File: config.mk
export PLATFORM = sky130hd
export DESIGN_NAME = udp_recv
export DESIGN_NICKNAME = d
export VERILOG_FILES = /design/src/rtl/udp_recv.sv
export SDC_FILE = /design/constraint.sdc
export NUM_CORES = 1
export LEC_CHECK = 0
export BUFFER_PORTS_ARGS = -buffer_cell sky130_fd_sc_hd__buf_2
export CAP_MARGIN = 20
export CORE_ASPECT_RATIO = 1.2
export CORE_MARGIN = 2
export CORE_UTILIZATION = 40
export CTS_CLUSTER_SIZE = 14
export DETAILED_ROUTE_END_ITERATION = 16
export PLACE_DENSITY_LB_ADDON = 0.15
export SKIP_CTS_REPAIR_TIMING = 1
export SLEW_MARGIN = 10
export SYNTH_ARGS = -nofsm -noshare
export SYNTH_HDL_FRONTEND = slang
export SYNTH_SLANG_ARGS = --single-unit
File: constraint.sdc
create_clock -name clk -period 17.7 [get_ports clk]
set_clock_uncertainty 0.1 [all_clocks]
set_input_delay 1.77 -clock clk [delete_from_list [all_inputs] [get_ports clk]]
set_output_delay 1.77 -clock clk [all_outputs]
set_load 0.1 [all_outputs]
File: src/rtl/udp_recv.sv
// udp_recv: GMII receive-side UDP/IPv4 parser with MAC/IP/port filtering and payload streaming.
// Optional FCS checking is compiled in when UDP_RECV_CRC_EN is defined.
module udp_recv #(
  parameter int MIN_GAP = 1
) (
  input  logic        clk,
  input  logic        rst,
  input  logic [7:0]  i_data,
  input  logic        i_data_vl,
  input  logic [47:0] i_self_mac,
  input  logic [31:0] i_self_ip,
  input  logic [15:0] i_port,
  output logic [7:0]  o_data,
  output logic        o_data_vl,
  output logic        o_sop,
  output logic        o_eop,
  output logic [47:0] o_src_mac,
  output logic [31:0] o_src_ip,
  output logic [15:0] o_src_port,
  output logic [15:0] o_len,
  output logic        o_pkt_done,
  output logic        o_pkt_ok,
  output logic [15:0] o_drop_cntr
);

  typedef enum logic [2:0] {
    IDLE, PREAMBLE, ETH_HDR, IP_HDR, UDP_HDR, PAYLOAD, TAIL, DROP
  } state_t;

  localparam logic [15:0] GAP_MIN = 16'(MIN_GAP);

  state_t      state;
  logic [10:0] idx;
  logic [2:0]  pre_cnt;
  logic [15:0] gap_cnt;
  logic        mac_self_ok, mac_bcast_ok, ip_ok, port_ok;
  logic [47:0] src_mac_q;
  logic [31:0] src_ip_q;
  logic [15:0] src_port_q, tot_len_q, udp_len_q, rem_q;
  logic [2:0]  tail_cnt;
  logic        first_q, hdr_pend;
  logic        crc_ok;

  logic [7:0]  mac_byte, ip_byte, port_byte;
  logic        mac_self_n, mac_bcast_n, ip_ok_n, port_ok_n;
  logic [15:0] cnt_inc;

  always_comb begin
    mac_byte = 8'h00;
    case (idx[2:0])
      3'd0:    mac_byte = i_self_mac[47:40];
      3'd1:    mac_byte = i_self_mac[39:32];
      3'd2:    mac_byte = i_self_mac[31:24];
      3'd3:    mac_byte = i_self_mac[23:16];
      3'd4:    mac_byte = i_self_mac[15:8];
      default: mac_byte = i_self_mac[7:0];
    endcase
    ip_byte = 8'h00;
    case (idx[1:0])
      2'd0:    ip_byte = i_self_ip[31:24];
      2'd1:    ip_byte = i_self_ip[23:16];
      2'd2:    ip_byte = i_self_ip[15:8];
      default: ip_byte = i_self_ip[7:0];
    endcase
    port_byte   = idx[0] ? i_port[7:0] : i_port[15:8];
    mac_self_n  = mac_self_ok & (i_data == mac_byte);
    mac_bcast_n = mac_bcast_ok & (i_data == 8'hFF);
    ip_ok_n     = ((idx == 11'd16) | ip_ok) & (i_data == ip_byte);
    port_ok_n   = ((idx == 11'd2) | port_ok) & (i_data == port_byte);
    cnt_inc     = (o_drop_cntr == 16'hFFFF) ? o_drop_cntr : o_drop_cntr + 16'd1;
  end

`ifdef UDP_RECV_CRC_EN
  logic [31:0] crc_q;

  function automatic logic [31:0] crc_next(input logic [31:0] c, input logic [7:0] d);
    logic [31:0] r;
    r = c;
    for (int i = 0; i < 8; i++)
      r = (r[0] ^ d[i]) ? ((r >> 1) ^ 32'hEDB88320) : (r >> 1);
    return r;
  endfunction

  // Register is re-seeded while hunting for the SFD, so the first ETH_HDR byte starts clean.
  always_ff @(posedge clk or posedge rst) begin
    if (rst) begin
      crc_q <= 32'hFFFF_FFFF;
    end else if (state == IDLE || state == PREAMBLE) begin
      crc_q <= 32'hFFFF_FFFF;
    end else if (i_data_vl && state != DROP) begin
      crc_q <= crc_next(crc_q, i_data);
    end
  end

  assign crc_ok = (crc_q == 32'hDEBB20E3);
`else
  assign crc_ok = 1'b1;
`endif

  always_ff @(posedge clk or posedge rst) begin
    if (rst) begin
      state        <= IDLE;
      idx          <= '0;
      pre_cnt      <= '0;
      gap_cnt      <= '0;
      mac_self_ok  <= 1'b0;
      mac_bcast_ok <= 1'b0;
      ip_ok        <= 1'b0;
      port_ok      <= 1'b0;
      src_mac_q    <= '0;
      src_ip_q     <= '0;
      src_port_q   <= '0;
      tot_len_q    <= '0;
      udp_len_q    <= '0;
      rem_q        <= '0;
      tail_cnt     <= '0;
      first_q      <= 1'b0;
      hdr_pend     <= 1'b0;
      o_data       <= '0;
      o_data_vl    <= 1'b0;
      o_sop        <= 1'b0;
      o_eop        <= 1'b0;
      o_src_mac    <= '0;
      o_src_ip     <= '0;
      o_src_port   <= '0;
      o_len        <= '0;
      o_pkt_done   <= 1'b0;
      o_pkt_ok     <= 1'b0;
      o_drop_cntr  <= '0;
    end else begin
      o_data_vl  <= 1'b0;
      o_sop      <= 1'b0;
      o_eop      <= 1'b0;
      o_pkt_done <= 1'b0;
      o_pkt_ok   <= 1'b0;
      hdr_pend   <= 1'b0;

      if (i_data_vl) gap_cnt <= '0;
      else if (gap_cnt != 16'hFFFF) gap_cnt <= gap_cnt + 16'd1;

      // Sender info is published one edge after the UDP header, aligned with the first payload beat.
      if (hdr_pend) begin
        o_src_mac  <= src_mac_q;
        o_src_ip   <= src_ip_q;
        o_src_port <= src_port_q;
        o_len      <= udp_len_q - 16'd8;
      end

      case (state)
        IDLE: begin
          if (i_data_vl) begin
            if (gap_cnt >= GAP_MIN) begin
              if (i_data == 8'h55) begin
                pre_cnt <= 3'd1;
                state   <= PREAMBLE;
              end else if (i_data == 8'hD5) begin
                idx          <= '0;
                mac_self_ok  <= 1'b1;
                mac_bcast_ok <= 1'b1;
                state        <= ETH_HDR;
              end else begin
                state <= DROP;
              end
            end else begin
              state <= DROP;
            end
          end
        end

        PREAMBLE: begin
          if (!i_data_vl) begin
            state <= IDLE;
          end else if (i_data == 8'h55) begin
            if (pre_cnt == 3'd7) state <= DROP;
            else pre_cnt <= pre_cnt + 3'd1;
          end else if (i_data == 8'hD5) begin
            idx          <= '0;
            mac_self_ok  <= 1'b1;
            mac_bcast_ok <= 1'b1;
            state        <= ETH_HDR;
          end else begin
            state <= DROP;
          end
        end

        ETH_HDR: begin
          if (i_data_vl) begin
            idx <= idx + 11'd1;
            if (idx < 11'd6) begin
              mac_self_ok  <= mac_self_n;
              mac_bcast_ok <= mac_bcast_n;
              if (idx == 11'd5 && !(mac_self_n || mac_bcast_n)) state <= DROP;
            end else if (idx < 11'd12) begin
              src_mac_q <= {src_mac_q[39:0], i_data};
            end else if (idx == 11'd12) begin
              if (i_data != 8'h08) state <= DROP;
            end else begin
              if (i_data != 8'h00) begin
                state <= DROP;
              end else begin
                idx   <= '0;
                state <= IP_HDR;
              end
            end
          end else if (idx >= 11'd6) begin
            o_pkt_done  <= 1'b1;
            o_drop_cntr <= cnt_inc;
            state       <= IDLE;
          end else begin
            state <= IDLE;
          end
        end

        IP_HDR: begin
          if (i_data_vl) begin
            idx <= idx + 11'd1;
            if (idx == 11'd0 && i_data != 8'h45) state <= DROP;
            if (idx == 11'd2) tot_len_q[15:8] <= i_data;
            if (idx == 11'd3) tot_len_q[7:0] <= i_data;
            if (idx == 11'd9 && i_data != 8'h11) state <= DROP;
            if (idx >= 11'd12 && idx <= 11'd15) src_ip_q <= {src_ip_q[23:0], i_data};
            if (idx >= 11'd16) ip_ok <= ip_ok_n;
            if (idx == 11'd19) begin
              idx   <= '0;
              state <= ip_ok_n ? UDP_HDR : DROP;
            end
          end else begin
            o_pkt_done  <= 1'b1;
            o_drop_cntr <= cnt_inc;
            state       <= IDLE;
          end
        end

        UDP_HDR: begin
          if (i_data_vl) begin
            idx <= idx + 11'd1;
            if (idx <= 11'd1) src_port_q <= {src_port_q[7:0], i_data};
            if (idx == 11'd2 || idx == 11'd3) port_ok <= port_ok_n;
            if (idx == 11'd3 && !port_ok_n) state <= DROP;
            if (idx == 11'd4 || idx == 11'd5) udp_len_q <= {udp_len_q[7:0], i_data};
            if (idx == 11'd7) begin
              // Widened compare so a short IP total length cannot wrap the bound.
              if (udp_len_q < 16'd8 || ({1'b0, udp_len_q} + 17'd20) > {1'b0, tot_len_q}) begin
                o_drop_cntr <= cnt_inc;
                state       <= DROP;
              end else begin
                hdr_pend <= 1'b1;
                rem_q    <= udp_len_q - 16'd8;
                first_q  <= 1'b1;
                tail_cnt <= '0;
                state    <= (udp_len_q == 16'd8) ? TAIL : PAYLOAD;
              end
            end
          end else begin
            o_pkt_done  <= 1'b1;
            o_drop_cntr <= cnt_inc;
            state       <= IDLE;
          end
        end

        PAYLOAD: begin
          if (i_data_vl) begin
            o_data    <= i_data;
            o_data_vl <= 1'b1;
            o_sop     <= first_q;
            o_eop     <= (rem_q == 16'd1);
            first_q   <= 1'b0;
            rem_q     <= rem_q - 16'd1;
            if (rem_q == 16'd1) state <= TAIL;
          end else begin
            o_pkt_done  <= 1'b1;
            o_drop_cntr <= cnt_inc;
            state       <= IDLE;
          end
        end

        TAIL: begin
          if (i_data_vl) begin
            if (tail_cnt != 3'd7) tail_cnt <= tail_cnt + 3'd1;
          end else begin
            o_pkt_done <= 1'b1;
            o_pkt_ok   <= (tail_cnt >= 3'd4) && crc_ok;
            if (!((tail_cnt >= 3'd4) && crc_ok)) o_drop_cntr <= cnt_inc;
            state <= IDLE;
          end
        end

        default: begin
          if (!i_data_vl) state <= IDLE;
        end
      endcase
    end
  end

endmodule

==> flow_summary.toml, run 1 <==
[global_routing]
grt_use_total = 0.192
grt_max_degree = 119
grt-ovfl-total = 0
grt_pass1_vias = 11470
antenna_found_initial = 0
grt_pass1_wl_mm = 63.2

[routing]
routed_wirelength_mm = 38.8
wl_per_cell_microns = 18.0
vias_per_cell = 5.30
vias = 11419
dr.first_iter.drc_count = 657
drc = 0
ant_nets = 0
drt_pass1_iterations = 5

[logic_synthesis]
yosysWarnings = 0
ys_types = 67
ys_ff_latch = 327
synth-async-reset-ratio = 1.00
syn_inst = 1391
synthesis.area_sq_um = 15800
netlist.area_leader.share = 0.519
synth.most_common_cell = "dfrtp_1"
synthTopCellsByCount = "dfrtp_1 (327), mux2_2 (238), nor2_1 (90)"
avgSynthCellArea_sq_um = 11.3
synth_top_cell_by_area = "dfrtp_1"
ys_top_cells_by_area = "dfrtp_1 (52%), mux2_2 (17%), ha_1 (2.9%)"
synth_seq_area_share = 0.519
syn_nets = 1534
synth_ff_type = "dfrtp_1"
synth_edf_count = 0

[run]
drv_cap = 0

[clock_network]
cts_inserted_buffers = 36
tritoncts = "built"
clk-insertion-delay-late_ns = 0.52
cts.sinks = 327
clk_pin_slew_ns = 0.06
cts_buffer_depth = 3
cts.htree.levels = 2
root_buffer = "clkbuf_16"

[timing]
worst_pin_slew_ns = 1.05
max_slew_margin = 0.292
finalHoldViolCount = 0
fmax_mhz = 211
finalCriticalPeriod_ns = 4.75
maxSlewViolCount = 0
timing.hold.ws_ns = 0.386
setup_violations = 0
rsz0062_at_grt = "false"
setup_tns_ns = 0
period_share = 0.268

[floorplanning]
die_area_sq_um = 41000
die_y_microns = 221
die_w_microns = 185
num_rows = 79
io_pins = 248
core-area_sq_um = 38800
start_util = 0.406

[placed_design]
port_buffers = 247
place.gp.congestion = 0.866
placed_area_sq_um = 17400
dp_hpwl_mm = 26.1

[outcome]
status = "finished, final reports clean"

[pwr]
pwr-share-clk = 0.282
cellLeakagePower_nw = 9.28
p_comb_frac = 0.342
peakVddDrop_mv = 0.175
power.share.sequential = 0.376
p_per_area_nw_per_um2 = 139
swShare = 0.384
p_sw_mw = 0.990
p_int_mw = 1.59

[critical_path]
worst-setup-path-type = "flop to flop"
rr_worst_depth = 15
crit_start = "udp_len_q[4]"
r2r-start = "udp_len_q[4]"
cp_max_fo = 30
worstPathArrival_ns = 5.06
cp.required_ns = 18.01
crit_path_start_kind = "flop"
endpoint_kind = "flop"

[final_layout]
drive_gt1_frac = 0.351
diodes = 0
layout.nets = 1746
area_growth_pct = 17.8
fin_area_sq_um = 18600

[hold_path]
min_delay_path_depth = 2
hold_start = "first_q"
holdCritPathClass = "flop to flop"
power by group through the flow:
| stage | Sequential [mW] | Combinational [mW] | Clock [mW] |
|---|---|---|---|
| after global routing | 0.988 | 0.973 | 0.779 |
| after CTS | 0.969 | 0.888 | 0.750 |
| after floorplan | 1.05 | 0.584 | 0 |
| after detailed placement | 0.981 | 0.883 | 0 |
| final | 0.969 | 0.882 | 0.726 |
| after global placement | 0.978 | 0.876 | 0 |
kinds of logic (layout without fill, tap and decap cells):
group                      Yosys count  after routing  share of synthesized area
DFF                                327            327                      0.519
buffers and inverters              131            369                     0.0331
and+or+nand+nor                    371            371                      0.118
AOI/OAI and AO/OA                  206            206                     0.0844
adders and majority gates           36             36                     0.0286
xor gates and xnor gates            67             67                     0.0372
muxes                              253            253                      0.180
sequential cells by signal, summed over array words and instances, names as in the netlist, 32 cells and up:
name,cells
src_ip_q,32
src_mac_q,48
o_src_ip,32
o_src_mac,48
per-layer routing:
metal,share of wire,track usage,vias up
met1,0.45,0.268,5686
met5,0,0,-
met2,0.47,0.307,286
met3,0.057,0.0393,45
li1,-,-,5402
met4,0.018,0.0466,0
critical path: stages, from the launching register on:
cell	delay [ns]
dfrtp_1	0.49
inv_1	0.14
ha_1	0.15
a21oi_1	0.10
or2_2	0.34
nor3_1	0.19
xor2_1	0.18
ha_1	0.27
and4_1	0.22
a221o_1	0.31
a21oi_1	0.17
a21oi_1	0.15
nor3_1	0.62
o21a_1	0.85
nand2_1	0.10
a32o_1	0.24
cell type report:
class	instances	area [sq um]
clock buffers	55	1040
clock inverters	9	93.8
fillers	3620	20300
inverters	47	184
multi-input cells	933	7070
flip-flops and latches	327	8190
well taps	526	658
repair buffers	258	1340
worst paths after layout:
kind                                      end  slack, ns
max in group asynchronous            hdr_pend      13.97
worst max-delay path                 rem_q[9]      12.95
worst min-delay path                  first_q       0.39
worst max register to register       rem_q[9]      12.95
min in group asynchronous       src_mac_q[35]       1.31
worst min register to register        first_q       0.39
metrics by stage:
step | cells | total power, mW | util | worst slack, ns
after global routing | 2155 | 2.74 | 0.478 | 12.55
after CTS | 2154 | 2.61 | 0.477 | 12.97
final | 2155 | 2.58 | 0.478 | 12.95
after floorplan | 1391 | 1.63 | - | 6.78
after global placement | 2090 | 1.85 | 0.448 | 13.17
after detailed placement | 2090 | 1.86 | 0.448 | 13.02
placed cells by master (no fill, tap or decap), types with 4 or more instances in the layout:
cell type and count:
nand2b_1 14, o22ai_1 6, a32oi_1 5, clkbuf_16 36
xnor2_1 29, dfrtp_1 326, a211oi_1 4, or4_1 5
nor4_1 18, nand4_1 18, buf_4 10, a31oi_1 14
o21a_1 6, nor2_1 90, o21ai_0 52, a21oi_1 58
o31ai_1 6, inv_1 46, mux2_2 238, buf_2 247
nor2b_1 11, nand2_1 88, xor2_1 38, a222oi_1 14
clkbuf_8 7, o21ai_1 4, nor3_2 7, clkbuf_1 12
o211ai_1 5, and3_1 20, mux2i_1 15, or3_1 4
nand3_1 48, ha_1 36, nor3_1 28
Note: power is estimated with default switching activity, not from simulation.
==> inputs of run 2 (changes only) <==
==> constraint.sdc (replaced) <==
create_clock -name clk -period 4.98 [get_ports clk]
set_clock_uncertainty 0.1 [all_clocks]
set_input_delay 0.498 -clock clk [delete_from_list [all_inputs] [get_ports clk]]
set_output_delay 0.498 -clock clk [all_outputs]
set_load 0.1 [all_outputs]
==> run 2 against run 1 <==
Against the previous run: core utilization rose by 0.46 points; global-route usage grew 0.25 points; power grew to 3.6 times the previous value; worst hold slack got worse by 0.33 ns; clock-buffer cell count down 3; maximum frequency rose by 17%; wire length increased by 1.9%.
==> flow_summary.toml, run 2 (synthesis results as in run 1) <==
[final_layout]
diodes = 0
largestRegisters = "o_src_mac x48, src_mac_q x48"
drive_gt1_frac = 0.357
layout.nets = 1757
fin_util = 0.483
layout_common_cells = "dfrtp_1 (326), buf_2 (247), mux2_2 (238)"
final_common_cell = "dfrtp_1"
num-fill-cells = 3636
area_growth_pct = 19.0

[pwr]
cellLeakagePower_nw = 9.38
p_total_mw = 9.30
p_per_area_nw_per_um2 = 496
peakVddDrop_mv = 0.508

[critical_path]
crit_path_start_kind = "flop"
critical-path-slowest-cell = "dfrtp_1"
crit_family = "simple AND/OR/NAND/NOR gates"
crit_start = "idx[0]"
crit_chain = "inv_1, ha_1, nor3_2, a31oi_1, o211ai_1, mux2_2, or4_1, o21a_1, o31ai_1, o21ai_0"
critical_path_buf_inv_count = 1
r2r-start = "idx[0]"
rr_worst_depth = 10
worstPathArrival_ns = 4.37
endpoint_kind = "flop"
cp_max_fo = 20
cp.required_ns = 5.29
cpPeakStageDelay_ns = 0.76
worst-setup-path-type = "flop to flop"
path_depth = 10

[placed_design]
place.gp.congestion = 0.894
dp_slack_ns = 0.978
dp_hpwl_mm = 26.9
port_buffers = 247

[outcome]
status = "finished, final reports clean"

[timing]
worst_pin_slew_ns = 0.979
period_share = 0.815
fmax_mhz = 246
setup_violations = 0
finalHoldViolCount = 0
setup_tns_ns = 0
max_slew_margin = 0.347
maxSlewViolCount = 0
rsz0062_at_grt = "false"
fin_ws_ns = 0.921
finalCriticalPeriod_ns = 4.06
timing.hold.ws_ns = 0.0526

[hold_path]
holdCritPathClass = "input pin to async pin"

[routing]
routed_wirelength_mm = 39.6
vias = 11539
dr.first_iter.drc_count = 660
ant_nets = 0
wl_per_cell_microns = 18.2
drc = 0
vias_per_cell = 5.32
drt_pass1_iterations = 6

[clock_network]
cts.htree.levels = 2
tritoncts = "built"
cts_inserted_buffers = 37
clk-insertion-delay-late_ns = 0.56
clk_pin_slew_ns = 0.07
cts_buffer_depth = 3
cts.sinks = 327
root_buffer = "clkbuf_16"

[run]
drv_cap = 0

[global_routing]
grt_use_total = 0.195
grt-ovfl-total = 0
grt_max_degree = 139
grt_pass1_vias = 11736
antenna_found_initial = 0
grt_pass1_wl_mm = 64.0

[floorplanning]
start_util = 0.406
die_y_microns = 221
num_rows = 79
io_pins = 248
die_area_sq_um = 41000
die_w_microns = 185
core-area_sq_um = 38800
==> run 2: cell count changes in the layout (fill, tap and decap cells not counted), moves of 3 or more <==
| cell | change |
|---|---|
| buf_4 | +8 |
| clkinv_2 | +5 |
| buf_12 | +3 |
| clkbuf_1 | -3 |
==> run 2: path summary, 6_finish.rpt <==
kind                           endpoint  slack, ns
max                            state[0]       0.92
min in group clk            gap_cnt[13]       0.22
max in group asynchronous  o_src_ip[17]       4.07
max reg2reg                    state[0]       0.92
min reg2reg                  pre_cnt[2]       0.39
min                            o_len[7]       0.05
==> run 2: tightest hold or removal path: cells and delay by family <==
| family | cells | cell delay [ns] |
|---|---|---|
| buf+inv | 3 | 0.62 |
==> run 2: layout make-up <==
type / instances / area [sq um] / share of cell area
clock buffers: 52 / 1040 / 0.0556
clock inverters: 15 / 185 / 0.00988
inverters: 47 / 180 / 0.00961
multi-input cells: 933 / 7070 / 0.377
flip-flops and latches: 327 / 8190 / 0.437
well taps: 526 / 658 / 0.0351
repair buffers: 268 / 1430 / 0.0763
==> run 2: per-stage QoR <==
step / instance area [sq um] / instances
finish: 18800 / 2168
global route: 18800 / 2168
CTS: 18800 / 2168
detailed placement: 17500 / 2101
global placement: 17500 / 2101
floorplan: 15800 / 1391
==> run 2: power by group <==
group | leakage (nW) | internal (mW) | switching (mW)
sequential | 4.44 | 3.01 | 0.412
combinational | 4.34 | 1.15 | 2.01
clock | 0.604 | 1.59 | 1.13
==> run 2: routing by layer <==
layer  global-route usage  vias to the layer above  share of wire
met5                    0                        -              0
met4               0.0604                        0          0.023
met3               0.0403                       62          0.056
met2                0.323                      328           0.49
met1                0.255                     5727           0.43
li1                     -                     5422              -
